**src/rtl/bus_defs.sv**
```systemverilog
// Shared system-bus definitions: response codes, transfer direction and the
// memory slave's state encoding.
package bus_defs;

    typedef enum logic [1:0] {
        RESP_OKAY  = 2'b00,
        RESP_ERROR = 2'b01,
        RESP_RETRY = 2'b10,
        RESP_SPLIT = 2'b11
    } resp_e;

    localparam logic RW_WRITE = 1'b1;
    localparam logic RW_READ  = 1'b0;

    typedef enum logic [2:0] {
        ST_IDLE = 3'd0,
        ST_WAIT = 3'd1,
        ST_DATA = 3'd2,
        ST_ERR1 = 3'd3,
        ST_ERR2 = 3'd4
    } state_e;

endpackage

```
**src/rtl/slave_mem_array.sv**
```systemverilog
// DEPTH x DATA_W register array: synchronous write, registered read and
// synchronous clear on rst.
module slave_mem_array #(
    parameter int DEPTH  = 16,
    parameter int DATA_W = 32,
    parameter int IDX_W  = $clog2(DEPTH)
) (
    input  logic              clk,
    input  logic              rst,
    input  logic              we,
    input  logic [IDX_W-1:0]  waddr,
    input  logic [DATA_W-1:0] wdata,
    input  logic              re,
    input  logic [IDX_W-1:0]  raddr,
    output logic [DATA_W-1:0] rdata
);

    logic [DATA_W-1:0] mem_q [DEPTH];
    logic [DATA_W-1:0] rdata_q;
    logic [DATA_W-1:0] rdata_d;

    // A read issued in the same cycle as a write to that word sees the new data.
    always_comb begin
        rdata_d = rdata_q;
        if (re) begin
            rdata_d = (we && (waddr == raddr)) ? wdata : mem_q[raddr];
        end
    end

    always_ff @(posedge clk) begin
        if (rst) begin
            for (int i = 0; i < DEPTH; i++) begin
                mem_q[i] <= '0;
            end
            rdata_q <= '0;
        end else begin
            if (we) begin
                mem_q[waddr] <= wdata;
            end
            rdata_q <= rdata_d;
        end
    end

    assign rdata = rdata_q;

endmodule

```
**src/rtl/bus_slave_mem.sv**
```systemverilog
// Word-addressed memory slave on the system bus with configurable wait states
// and a two-cycle ERROR response for unaligned or out-of-range accesses.
//
//   state | meaning
//   IDLE  | no transfer in progress, rdy=1, resp=OKAY
//   WAIT  | wait states of an OKAY transfer, rdy=0
//   DATA  | OKAY data phase, rdy=1; write commits at end of cycle
//   ERR1  | first ERROR cycle, rdy=0, resp=ERROR
//   ERR2  | second ERROR cycle, rdy=1, resp=ERROR
module bus_slave_mem
    import bus_defs::*;
#(
    parameter int ADDR_W      = 16,
    parameter int DATA_W      = 32,
    parameter int DEPTH       = 16,
    parameter int WAIT_STATES = 1
) (
    input  logic              clk,
    input  logic              rst,
    input  logic              sel,
    input  logic              trans,
    input  logic              read_write,
    input  logic [ADDR_W-1:0] address,
    input  logic [DATA_W-1:0] wdata,
    output logic [DATA_W-1:0] rdata,
    output logic [1:0]        resp,
    output logic              rdy
);

    localparam int          IDX_W   = $clog2(DEPTH);
    localparam logic [11:0] HI_MASK = 12'hFFF << (IDX_W + 2);

    state_e           state_q, state_d;
    logic [2:0]       cnt_q, cnt_d;
    logic [IDX_W-1:0] idx_q, idx_d;
    logic             rw_q, rw_d;
    logic             rdy_q, rdy_d;
    resp_e            resp_q, resp_d;

    logic             accept;
    logic             addr_err;
    logic [IDX_W-1:0] addr_idx;
    logic             mem_we;
    logic             mem_re;
    logic [IDX_W-1:0] rd_idx;
    logic             unused_addr_hi;

    // Bits [15:12] belong to the external decoder.
    assign unused_addr_hi = ^address[ADDR_W-1:12];
    assign addr_idx       = address[IDX_W+1:2];
    assign addr_err       = (address[1:0] != 2'b00) || ((address[11:0] & HI_MASK) != 12'h000);
    assign accept         = sel && trans &&
                            ((state_q == ST_IDLE) || (state_q == ST_DATA) || (state_q == ST_ERR2));

    always_comb begin
        state_d = state_q;
        cnt_d   = cnt_q;
        idx_d   = idx_q;
        rw_d    = rw_q;
        mem_we  = 1'b0;
        mem_re  = 1'b0;
        rd_idx  = idx_q;

        case (state_q)
            ST_WAIT: begin
                if (cnt_q == 3'd0) begin
                    state_d = ST_DATA;
                    mem_re  = (rw_q == RW_READ);
                end else begin
                    cnt_d = cnt_q - 3'd1;
                end
            end
            ST_ERR1: state_d = ST_ERR2;
            ST_DATA: begin
                mem_we  = (rw_q == RW_WRITE);
                state_d = ST_IDLE;
            end
            default: state_d = ST_IDLE;
        endcase

        if (accept) begin
            idx_d = addr_idx;
            rw_d  = read_write;
            if (addr_err) begin
                state_d = ST_ERR1;
            end else if (WAIT_STATES > 0) begin
                state_d = ST_WAIT;
                cnt_d   = 3'(WAIT_STATES - 1);
            end else begin
                state_d = ST_DATA;
                mem_re  = (read_write == RW_READ);
                rd_idx  = addr_idx;
            end
        end

        rdy_d  = !((state_d == ST_WAIT) || (state_d == ST_ERR1));
        resp_d = ((state_d == ST_ERR1) || (state_d == ST_ERR2)) ? RESP_ERROR : RESP_OKAY;
    end

    always_ff @(posedge clk) begin
        if (rst) begin
            state_q <= ST_IDLE;
            cnt_q   <= 3'd0;
            idx_q   <= '0;
            rw_q    <= RW_READ;
            rdy_q   <= 1'b1;
            resp_q  <= RESP_OKAY;
        end else begin
            state_q <= state_d;
            cnt_q   <= cnt_d;
            idx_q   <= idx_d;
            rw_q    <= rw_d;
            rdy_q   <= rdy_d;
            resp_q  <= resp_d;
        end
    end

    slave_mem_array #(
        .DEPTH  (DEPTH),
        .DATA_W (DATA_W),
        .IDX_W  (IDX_W)
    ) u_array (
        .clk    (clk),
        .rst    (rst),
        .we     (mem_we),
        .waddr  (idx_q),
        .wdata  (wdata),
        .re     (mem_re),
        .raddr  (rd_idx),
        .rdata  (rdata)
    );

    assign rdy  = rdy_q;
    assign resp = resp_q;

endmodule

```
**config.mk**
```make
export PLATFORM = sky130hd
export DESIGN_NAME = bus_slave_mem
export DESIGN_NICKNAME = d
export VERILOG_FILES = /design/src/rtl/bus_defs.sv /design/src/rtl/slave_mem_array.sv /design/src/rtl/bus_slave_mem.sv
export SDC_FILE = /design/constraint.sdc
export NUM_CORES = 1
export LEC_CHECK = 0
export ABC_AREA = 1
export ABC_CLOCK_PERIOD_IN_PS = 2700
export CAP_MARGIN = 20
export CORE_MARGIN = 4
export CORE_UTILIZATION = 45
export CTS_CLUSTER_DIAMETER = 50
export DETAILED_ROUTE_END_ITERATION = 8
export GPL_TIMING_DRIVEN = 0
export PLACE_DENSITY_LB_ADDON = 0.3
export SLEW_MARGIN = 25
export SYNTH_ARGS = -nofsm -noshare
export SYNTH_HDL_FRONTEND = slang
export SYNTH_HIERARCHICAL = 1
export SYNTH_SLANG_ARGS = --single-unit
```
**constraint.sdc**
```tcl
create_clock -name clk -period 2.7 [get_ports clk]
set_input_delay 0.54 -clock clk [delete_from_list [all_inputs] [get_ports clk]]
set_output_delay 0.54 -clock clk [all_outputs]
set_load 0.03 [all_outputs]
```
Word-level counts from Yosys, hierarchy flattened. Memories as Yosys holds them, arrays and structs flattened. A register that Yosys moved wholly into a read port is not among the register bits. Cells that the tools add are included.

Input port bits: 53. Bits in registers: 14. Word-level logic and storage cells: 49. Memory bits (writable): 512. Output and inout bits: 35. Memories: 1.

Bitwise operators: 1. Reductions and logical operators: 13. Equality and inequality tests: 7. Muxes and demuxes: 20. Add/subtract/negate cells: 1.

Memories: u_array.mem_q (words 16, width 32, read ports 1, clocked after Yosys merged registers in 1, write ports 16, line slave_mem_array.sv:18) `logic [DATA_W-1:0] mem_q [DEPTH];`.

Operators by type and width (count): 32-bit 2-to-1 mux (1); 32-bit OR reduction (1); 3-bit 2-to-1 mux (6); 12-bit nonzero test (1); 1-bit 2-to-1 mux (10); 3-bit by 2-bit equality test with 1-bit output, second input constant (3); 3-bit by 1-bit equality test with 1-bit output, second input constant (2); 3-bit equality test, second input constant (2); 3-bit zero test (2); 3-bit case mux with 2 select lines (1); 1-bit logical OR (5); 4-bit 2-to-1 mux (1); 3-bit by 1-bit subtractor with 3-bit output, second input constant (1); 1-bit logical AND (2); 2-bit 2-to-1 mux (1); 2-bit nonzero test (1); 1-bit zero test (1); 1-bit inverter (1).

Longest topological paths before layout. Gate-level depths: netlist of the first run.

Depth after elaboration: 8. Depth in mapped cells: 13. Depth with buffers taken out: 9.

Cells and area by module. Netlist of the first run, hierarchy kept.

By module, submodules not included: slave_mem_array (area each 25110.3 um2, sequential area each 16015.4 um2, cells an instance 2743, times used 1); bus_slave_mem (area each 646.9 um2, sequential area each 260.2 um2, cells an instance 95, times used 1).

Least setup slack after synthesis of the first run. OpenSTA, ideal clock, no wires.

Kind: input-to-reg. Start: input rst. End: memory u_array.mem_q[11][0] (enable). Path slack: 0.214 ns. Setup time: 0.389 ns. Data arrival time: 2.097 ns. Path buffers: 1. Required time: 2.311 ns. Cell stages on the path: 6. Path through: clkinv_1 > nand2_1 > nor3_1 > nand2_1 > clkbuf_1 > nand2_1.

RTL lines: start: declaration (line bus_slave_mem.sv:19) `input logic rst,`; end: declaration (line slave_mem_array.sv:18).

==> flow_metrics.env, run 1 <==
export IMPL_status="complete, no violations"
export IMPL_io_buffers=82
export IMPL_worst_slew_pin_slew_ns=0.9391
export IMPL_grtUsageTotal=0.2755
export IMPL_setup_tns_ns=0
export IMPL_synth_top_area_cell="edfxtp_1"
export IMPL_final_area_sq_um=29790
export IMPL_synth_area_leaders="edfxtp_1, nor2_1, nand2_1"
export IMPL_drc=0
export IMPL_rows=87
export IMPL_dpl_hpwl_mm=60.34
export IMPL_drive_gt1_frac=0.06948
export IMPL_slew_viol_final=0
export IMPL_yosysTopAreaCellShare=0.5969
export IMPL_drt_initial_drc_count=3056
export IMPL_max_freq_mhz=380.1
export IMPL_fp_dieW_microns=247.2
export IMPL_regArea_sq_um=16280
export IMPL_yosys_warnings=6
export IMPL_place_congestion=0.9520
export IMPL_clockRootBuffer="clkbuf_16"
export IMPL_wirelength_mm=85.17
export IMPL_clock_sinks=557
export IMPL_setup_viol=0
export IMPL_path_cells="nand2_1 > nor3_2 > nand2_2 > nor3_2 > nand2_1 > clkbuf_2 > nand2_4 > buf_12"
export IMPL_seq_area_frac_synth=0.6319
export IMPL_synth_distinct_cells=32
export IMPL_clock_path_buffers=3
export IMPL_viasPerCell=5.586
export IMPL_grt_ovfl_total=0
export IMPL_antenna_found_initial=0
export IMPL_clock_latency_ns=0.63
export IMPL_fin_worst_skew_ns=0.02284
export IMPL_die_h_microns=247.2
export IMPL_tritoncts="yes"
export IMPL_antenna_left=0
export IMPL_vias=21188
export IMPL_period_needed_ns=2.631
export IMPL_dieArea_sq_um=61130
export IMPL_power_density_nw_per_um2=652.7
export IMPL_area_growth_pct=15.66
export IMPL_timing_hold_ws_ns=0.5105
export IMPL_layout_common_cells="nor2_1, nand2_1, edfxtp_1"
export IMPL_multi_input_area_sq_um=7809
export IMPL_synth_seq_cells=557
export IMPL_critPathLaunchType="flop"
export IMPL_n_antenna_cell=0
export IMPL_post_dp_cell_area_sq_um=27850
export IMPL_p_leak_nw=12.25
export IMPL_grt_pass1_wl_mm=124.4
export IMPL_n_fill_cell=5014
export IMPL_coreArea_sq_um=56500
export IMPL_avgSynthCellArea_sq_um=9.076
export IMPL_required_ns=3.00
export IMPL_htree_levels=2
export IMPL_syn_nets=2893
export IMPL_fin_nets=3050
export IMPL_maxCapViolCount=0
export IMPL_post_drt_wl_per_cell_microns=22.45
export IMPL_end_kind="flop"
export IMPL_synth_cells=2838
export IMPL_drtPass1Iterations=7
export IMPL_pin_count=88
export IMPL_hp_class="reg2reg"
export IMPL_crit_type="reg2reg"
export IMPL_vdd_drop_max_mv=0.4892
export IMPL_cp_slowest_stage_delay_ns=0.39
export IMPL_timing_final_crit_share=0.9744
export IMPL_syn_area_sq_um=25760
export IMPL_critPathMaxFanout=21
export IMPL_start_util=0.4559
export IMPL_cp_slowest_cell="dfxtp_1"
export IMPL_grt_pass1_vias=20428
export IMPL_rsz0062_at_grt="no"
export IMPL_cp_arrival_ns=2.93
export IMPL_grt_max_degree=33
export IMPL_hold_violations=0
export IMPL_numCtsBuffers=58
export IMPL_mostFrequentLayoutCell="nor2_1"
export IMPL_max_slew_margin=0.3739
export IMPL_clkTransAtPathRegs_ns=0.06
[kinds of logic (layout without fill, tap and decap cells)]
| logic type | count (synthesis) | in the layout | synth area share |
|---|---|---|---|
| AO/OA/AOI/OAI | 158 | 158 | 0.03371 |
| adder cells (fa/ha/maj) | 2 | 2 | 0.0009714 |
| other | 1 | 1 | 0.0001456 |
| AND/OR/NAND/NOR | 1656 | 1656 | 0.2619 |
| buffers and inverters | 464 | 663 | 0.07141 |
| flip-flops | 557 | 557 | 0.6319 |
[synthesized netlist by cell type]
cell type,count
a21oi_1,31
a21oi_2,1
buf_1,22
buf_2,36
buf_4,7
buf_6,3
clkbuf_1,141
clkinv_1,33
clkinv_2,1
conb_1,1
dfxtp_1,45
edfxtp_1,512
ha_1,2
inv_1,212
inv_2,8
inv_4,1
nand2_1,632
nand2_2,6
nand3_1,302
nand3_4,1
nand4_1,22
nand4_2,1
nor2_1,675
nor2_2,7
nor2_4,2
nor3_1,6
nor3_2,1
nor3_4,1
o211ai_1,29
o21ai_0,65
o21ai_1,31
o22ai_1,1
[flip-flops by register name, summed over array words and instances, names as in the netlist]
signal         count
cnt_q              3
idx_q              4
u_array/mem_q    512
resp               1
u_array/rdata     32
state_q            3
rdy                1
rw_q               1
[path summary, 6_finish.rpt]
path,slack (ns),cells past startpoint,from,endpoint
setup / recovery,0.07,8,state_q[1]$_SDFF_PP0_,u_array/mem_q[7][28]$_SDFFCE_PN0P_
hold / removal,0.51,2,rw_q$_SDFFE_PP0N_,rw_q$_SDFFE_PP0N_
hold reg to reg,0.51,2,rw_q$_SDFFE_PP0N_,rw_q$_SDFFE_PP0N_
setup reg to reg,0.07,8,state_q[1]$_SDFF_PP0_,u_array/mem_q[7][28]$_SDFFCE_PN0P_
[metrics by stage]
step           setup slack [ns]  utilization  total power [mW]  std cells
2_1_floorplan            0.2135            -             11.12       2838
3_3_place_gp             -1.741       0.4872             11.95       3676
3_5_place_dp            -0.9544       0.4929             12.04       3689
4_1_cts                0.003415       0.5273             19.46       3794
5_1_grt                0.001639       0.5273             20.03       3793
6_report                0.06918       0.5273             19.45       3793
[area by class of cell]
cell class	count	share of cell area
Sequential cell	557	0.5463
Multi-Input combinational cell	1817	0.2621
Clock buffer	80	0.05397
Timing Repair Buffer	98	0.03822
Inverter	255	0.03226
Tap cell	756	0.03175
Buffer	208	0.03108
Clock inverter	22	0.004284
[worst max-delay path, delay by kind of cell, from the launching register on]
| kind | cells | cell delay [ns] |
|---|---|---|
| DFF | 1 | 0.39 |
| buffers and inverters | 2 | 0.60 |
| and+or+nand+nor | 6 | 1.30 |
[power by group]
group	internal, mW	leakage, nW	switching [mW]	total (mW)
clock	4.21	0.847	3.30	7.51
combinational	0.584	5.74	1.57	2.16
sequential	9.68	5.67	0.102	9.78
total	14.5	12.2	4.97	19.4
[routing by layer]
metal | routed length (microns) | global-route usage | up-vias
met5 | 0 | 0 | -
met4 | 4799 | 0.1434 | 0
met3 | 9893 | 0.05725 | 269
met2 | 39220 | 0.4426 | 1348
met1 | 31250 | 0.3538 | 10047
li1 | - | - | 9524
[repair_timing]
action / 4_1_cts / 5_1_grt
pin swaps: 2 / 0
endpoints found under the setup margin: 531 / 43
resized for setup: 45 / 13
endpoints found under the hold margin: 0 / 0
hold buffers: 0 / 0
cloned: 0 / 0
setup buffers: 3 / 0
No activity file was read; power rests on OpenSTA's default activity.
==> inputs of run 2 (changes only) <==
--- a/config.mk
+++ b/config.mk
@@ -14,7 +14,6 @@
 export DETAILED_ROUTE_END_ITERATION = 8
 export GPL_TIMING_DRIVEN = 0
 export PLACE_DENSITY_LB_ADDON = 0.3
-export SLEW_MARGIN = 25
 export SYNTH_ARGS = -nofsm -noshare
 export SYNTH_HDL_FRONTEND = slang
 export SYNTH_HIERARCHICAL = 1
==> run 2 against run 1 <==
Power is 2.0% higher. Critical path depth down 1. Die area unchanged. Clock skew fell by 0.0066 ns. Hold slack improved by 0.0071 ns. Combinational power is essentially flat. Non-clock buffer count decreased by 8. Critical endpoint is now u_array/mem_q[9][24]$_SDFFCE_PN0P_.
==> flow_metrics.env, run 2 (synthesized netlist as in run 1, its figures left out) <==
export IMPL_rows=87
export IMPL_antenna_left=0
export IMPL_pin_count=88
export IMPL_path_buf_inv=1
export IMPL_power_switching_mw=5.070
export IMPL_area_growth_pct=16.29
export IMPL_tritoncts="yes"
export IMPL_grt_pass1_wl_mm=125.5
export IMPL_place_congestion=0.9520
export IMPL_cp_arrival_ns=2.90
export IMPL_dieArea_sq_um=61130
export IMPL_timing_final_crit_share=0.9715
export IMPL_intPower_mw=14.76
export IMPL_regMostFlops="u_array/mem_q"
export IMPL_drc=0
export IMPL_start_util=0.4559
export IMPL_rrSetupSlack_ns=0.08
export IMPL_crit_start="state_q[1]$_SDFF_PP0_"
export IMPL_netSwitchingFraction=0.2556
export IMPL_worstReg2RegStart="state_q[1]$_SDFF_PP0_"
export IMPL_htree_levels=2
export IMPL_slew_viol_final=0
export IMPL_cp_slowest_stage_delay_ns=0.40
export IMPL_seq_power_share=0.493
export IMPL_cts_hold_buf=0
export IMPL_rsz0062_at_grt="no"
export IMPL_drtPass1Iterations=8
export IMPL_clock_path_buffers=3
export IMPL_worst_slew_pin_slew_ns=0.9348
export IMPL_clkTransAtPathRegs_ns=0.06
export IMPL_critPathMaxFanout=32
export IMPL_maxCapViolCount=0
export IMPL_max_slew_margin=0.3768
export IMPL_cp_slowest_cell="dfxtp_1"
export IMPL_mostFrequentLayoutCell="nor2_1"
export IMPL_clockPowerShare=0.398
export IMPL_coreArea_sq_um=56500
export IMPL_hold_violations=0
export IMPL_timing_hold_ws_ns=0.5176
export IMPL_drt_initial_drc_count=3089
export IMPL_vias=21425
export IMPL_dpl_hpwl_mm=59.87
export IMPL_end_kind="flop"
export IMPL_grtUsageTotal=0.2797
export IMPL_r2r_cells=7
export IMPL_p_leak_nw=12.30
export IMPL_power_density_nw_per_um2=662.1
export IMPL_vdd_drop_max_mv=0.5506
export IMPL_status="complete, no violations"
export IMPL_crit_type="reg2reg"
export IMPL_antenna_found_initial=0
export IMPL_layout_common_cells="nor2_1, nand2_1, edfxtp_1"
export IMPL_crit_end="u_array/mem_q[9][24]$_SDFFCE_PN0P_"
export IMPL_io_buffers=82
export IMPL_grt_max_degree=33
export IMPL_post_drt_wl_per_cell_microns=22.79
export IMPL_crit_family="simple AND/OR/NAND/NOR gates"
export IMPL_path_cells="nand2_1 > nor3_2 > nand2_2 > nor3_2 > nand2_1 > clkbuf_2 > nand2_8"
export IMPL_hp_class="reg2reg"
export IMPL_grt_ovfl_total=0
export IMPL_die_h_microns=247.2
export IMPL_total_power_mw=19.83
export IMPL_fp_dieW_microns=247.2
export IMPL_drive_gt1_frac=0.07295
export IMPL_fin_nets=3050
export IMPL_clockRootBuffer="clkbuf_16"
export IMPL_post_cts_buffers=0
export IMPL_viasPerCell=5.640
export IMPL_reg2reg_to="u_array/mem_q[9][24]$_SDFFCE_PN0P_"
export IMPL_largest_reg_flops=512
export IMPL_n_antenna_cell=0
export IMPL_clock_latency_ns=0.63
export IMPL_required_ns=2.98
export IMPL_critPathLaunchType="flop"
export IMPL_wirelength_mm=86.59
export IMPL_setup_viol=0
export IMPL_comb_power_share=0.109
export IMPL_clock_sinks=557
export IMPL_max_freq_mhz=381.2
export IMPL_fin_worst_skew_ns=0.01628
export IMPL_worstSetupPathDepth=7
export IMPL_final_util=0.5302
export IMPL_numCtsBuffers=58
export IMPL_period_needed_ns=2.623
export IMPL_grt_pass1_vias=20436
-- run 2: area by class of cell --
type | instances | area (sq um)
buffer | 209 | 932.1
sequential | 557 | 16280
inverter | 255 | 960.9
clock buffer | 83 | 1649
clock inverter | 25 | 203.9
tap | 756 | 945.9
timing repair buffer | 89 | 978.4
multi-input combinational | 1825 | 8006
fill | 5065 | 26540
-- run 2: worst reg2reg max path, stage by stage (launching register included) --
cell      delay (ns)
dfxtp_1         0.40
nand2_1         0.11
nor3_2          0.19
nand2_2         0.19
nor3_2          0.36
nand2_1         0.26
clkbuf_2        0.39
nand2_8         0.36
-- run 2: per-stage QoR --
| step | instance area (sq um) | TNS (ns) | worst slack (ns) | cells |
|---|---|---|---|---|
| global placement | 27520 | -810.20 | -1.741 | 3676 |
| floorplan | 25760 | 0 | 0.2135 | 2838 |
| CTS | 29930 | -5.026 | -0.1182 | 3799 |
| finish | 29950 | 0 | 0.07684 | 3799 |
| detailed placement | 27710 | -482.97 | -1.137 | 3683 |
| global route | 29950 | 0 | 0.01409 | 3799 |
-- run 2: what timing repair did --
item	CTS	global route
pin swaps	8	0
gates cloned	8	0
resized for setup	61	21
endpoints found under the setup margin	525	327
endpoints found under the hold margin	0	0
-- run 2: how the worst min path moves through the flow --
stage	endpoint	slack (ns)	cells after the start	from
2_1_floorplan	rw_q$_SDFFE_PP0N_	0.48	2	rw_q$_SDFFE_PP0N_
3_3_place_gp	rw_q$_SDFFE_PP0N_	0.51	2	rw_q$_SDFFE_PP0N_
3_5_place_dp	rw_q$_SDFFE_PP0N_	0.51	2	rw_q$_SDFFE_PP0N_
4_1_cts	rw_q$_SDFFE_PP0N_	0.52	2	rw_q$_SDFFE_PP0N_
5_1_grt	rw_q$_SDFFE_PP0N_	0.56	2	rw_q$_SDFFE_PP0N_
6_report	rw_q$_SDFFE_PP0N_	0.52	2	rw_q$_SDFFE_PP0N_
-- run 2: layer usage --
layer  share of wire  up-vias  track usage
li1                -     9556            -
met1            0.37    10091       0.3743
met2            0.46     1498       0.4463
met3            0.11      280      0.04316
met4           0.056        0       0.1390
met5               0        -            0
-- run 2: power by group through the flow --
stage	Sequential [mW]	Clock [mW]	Combinational (mW)
2_1_floorplan	9.99	0	1.13
6_report	9.78	7.88	2.17
3_3_place_gp	9.96	0	1.99
3_5_place_dp	9.97	0	2.05
4_1_cts	9.78	7.94	2.11
5_1_grt	9.80	8.31	2.29
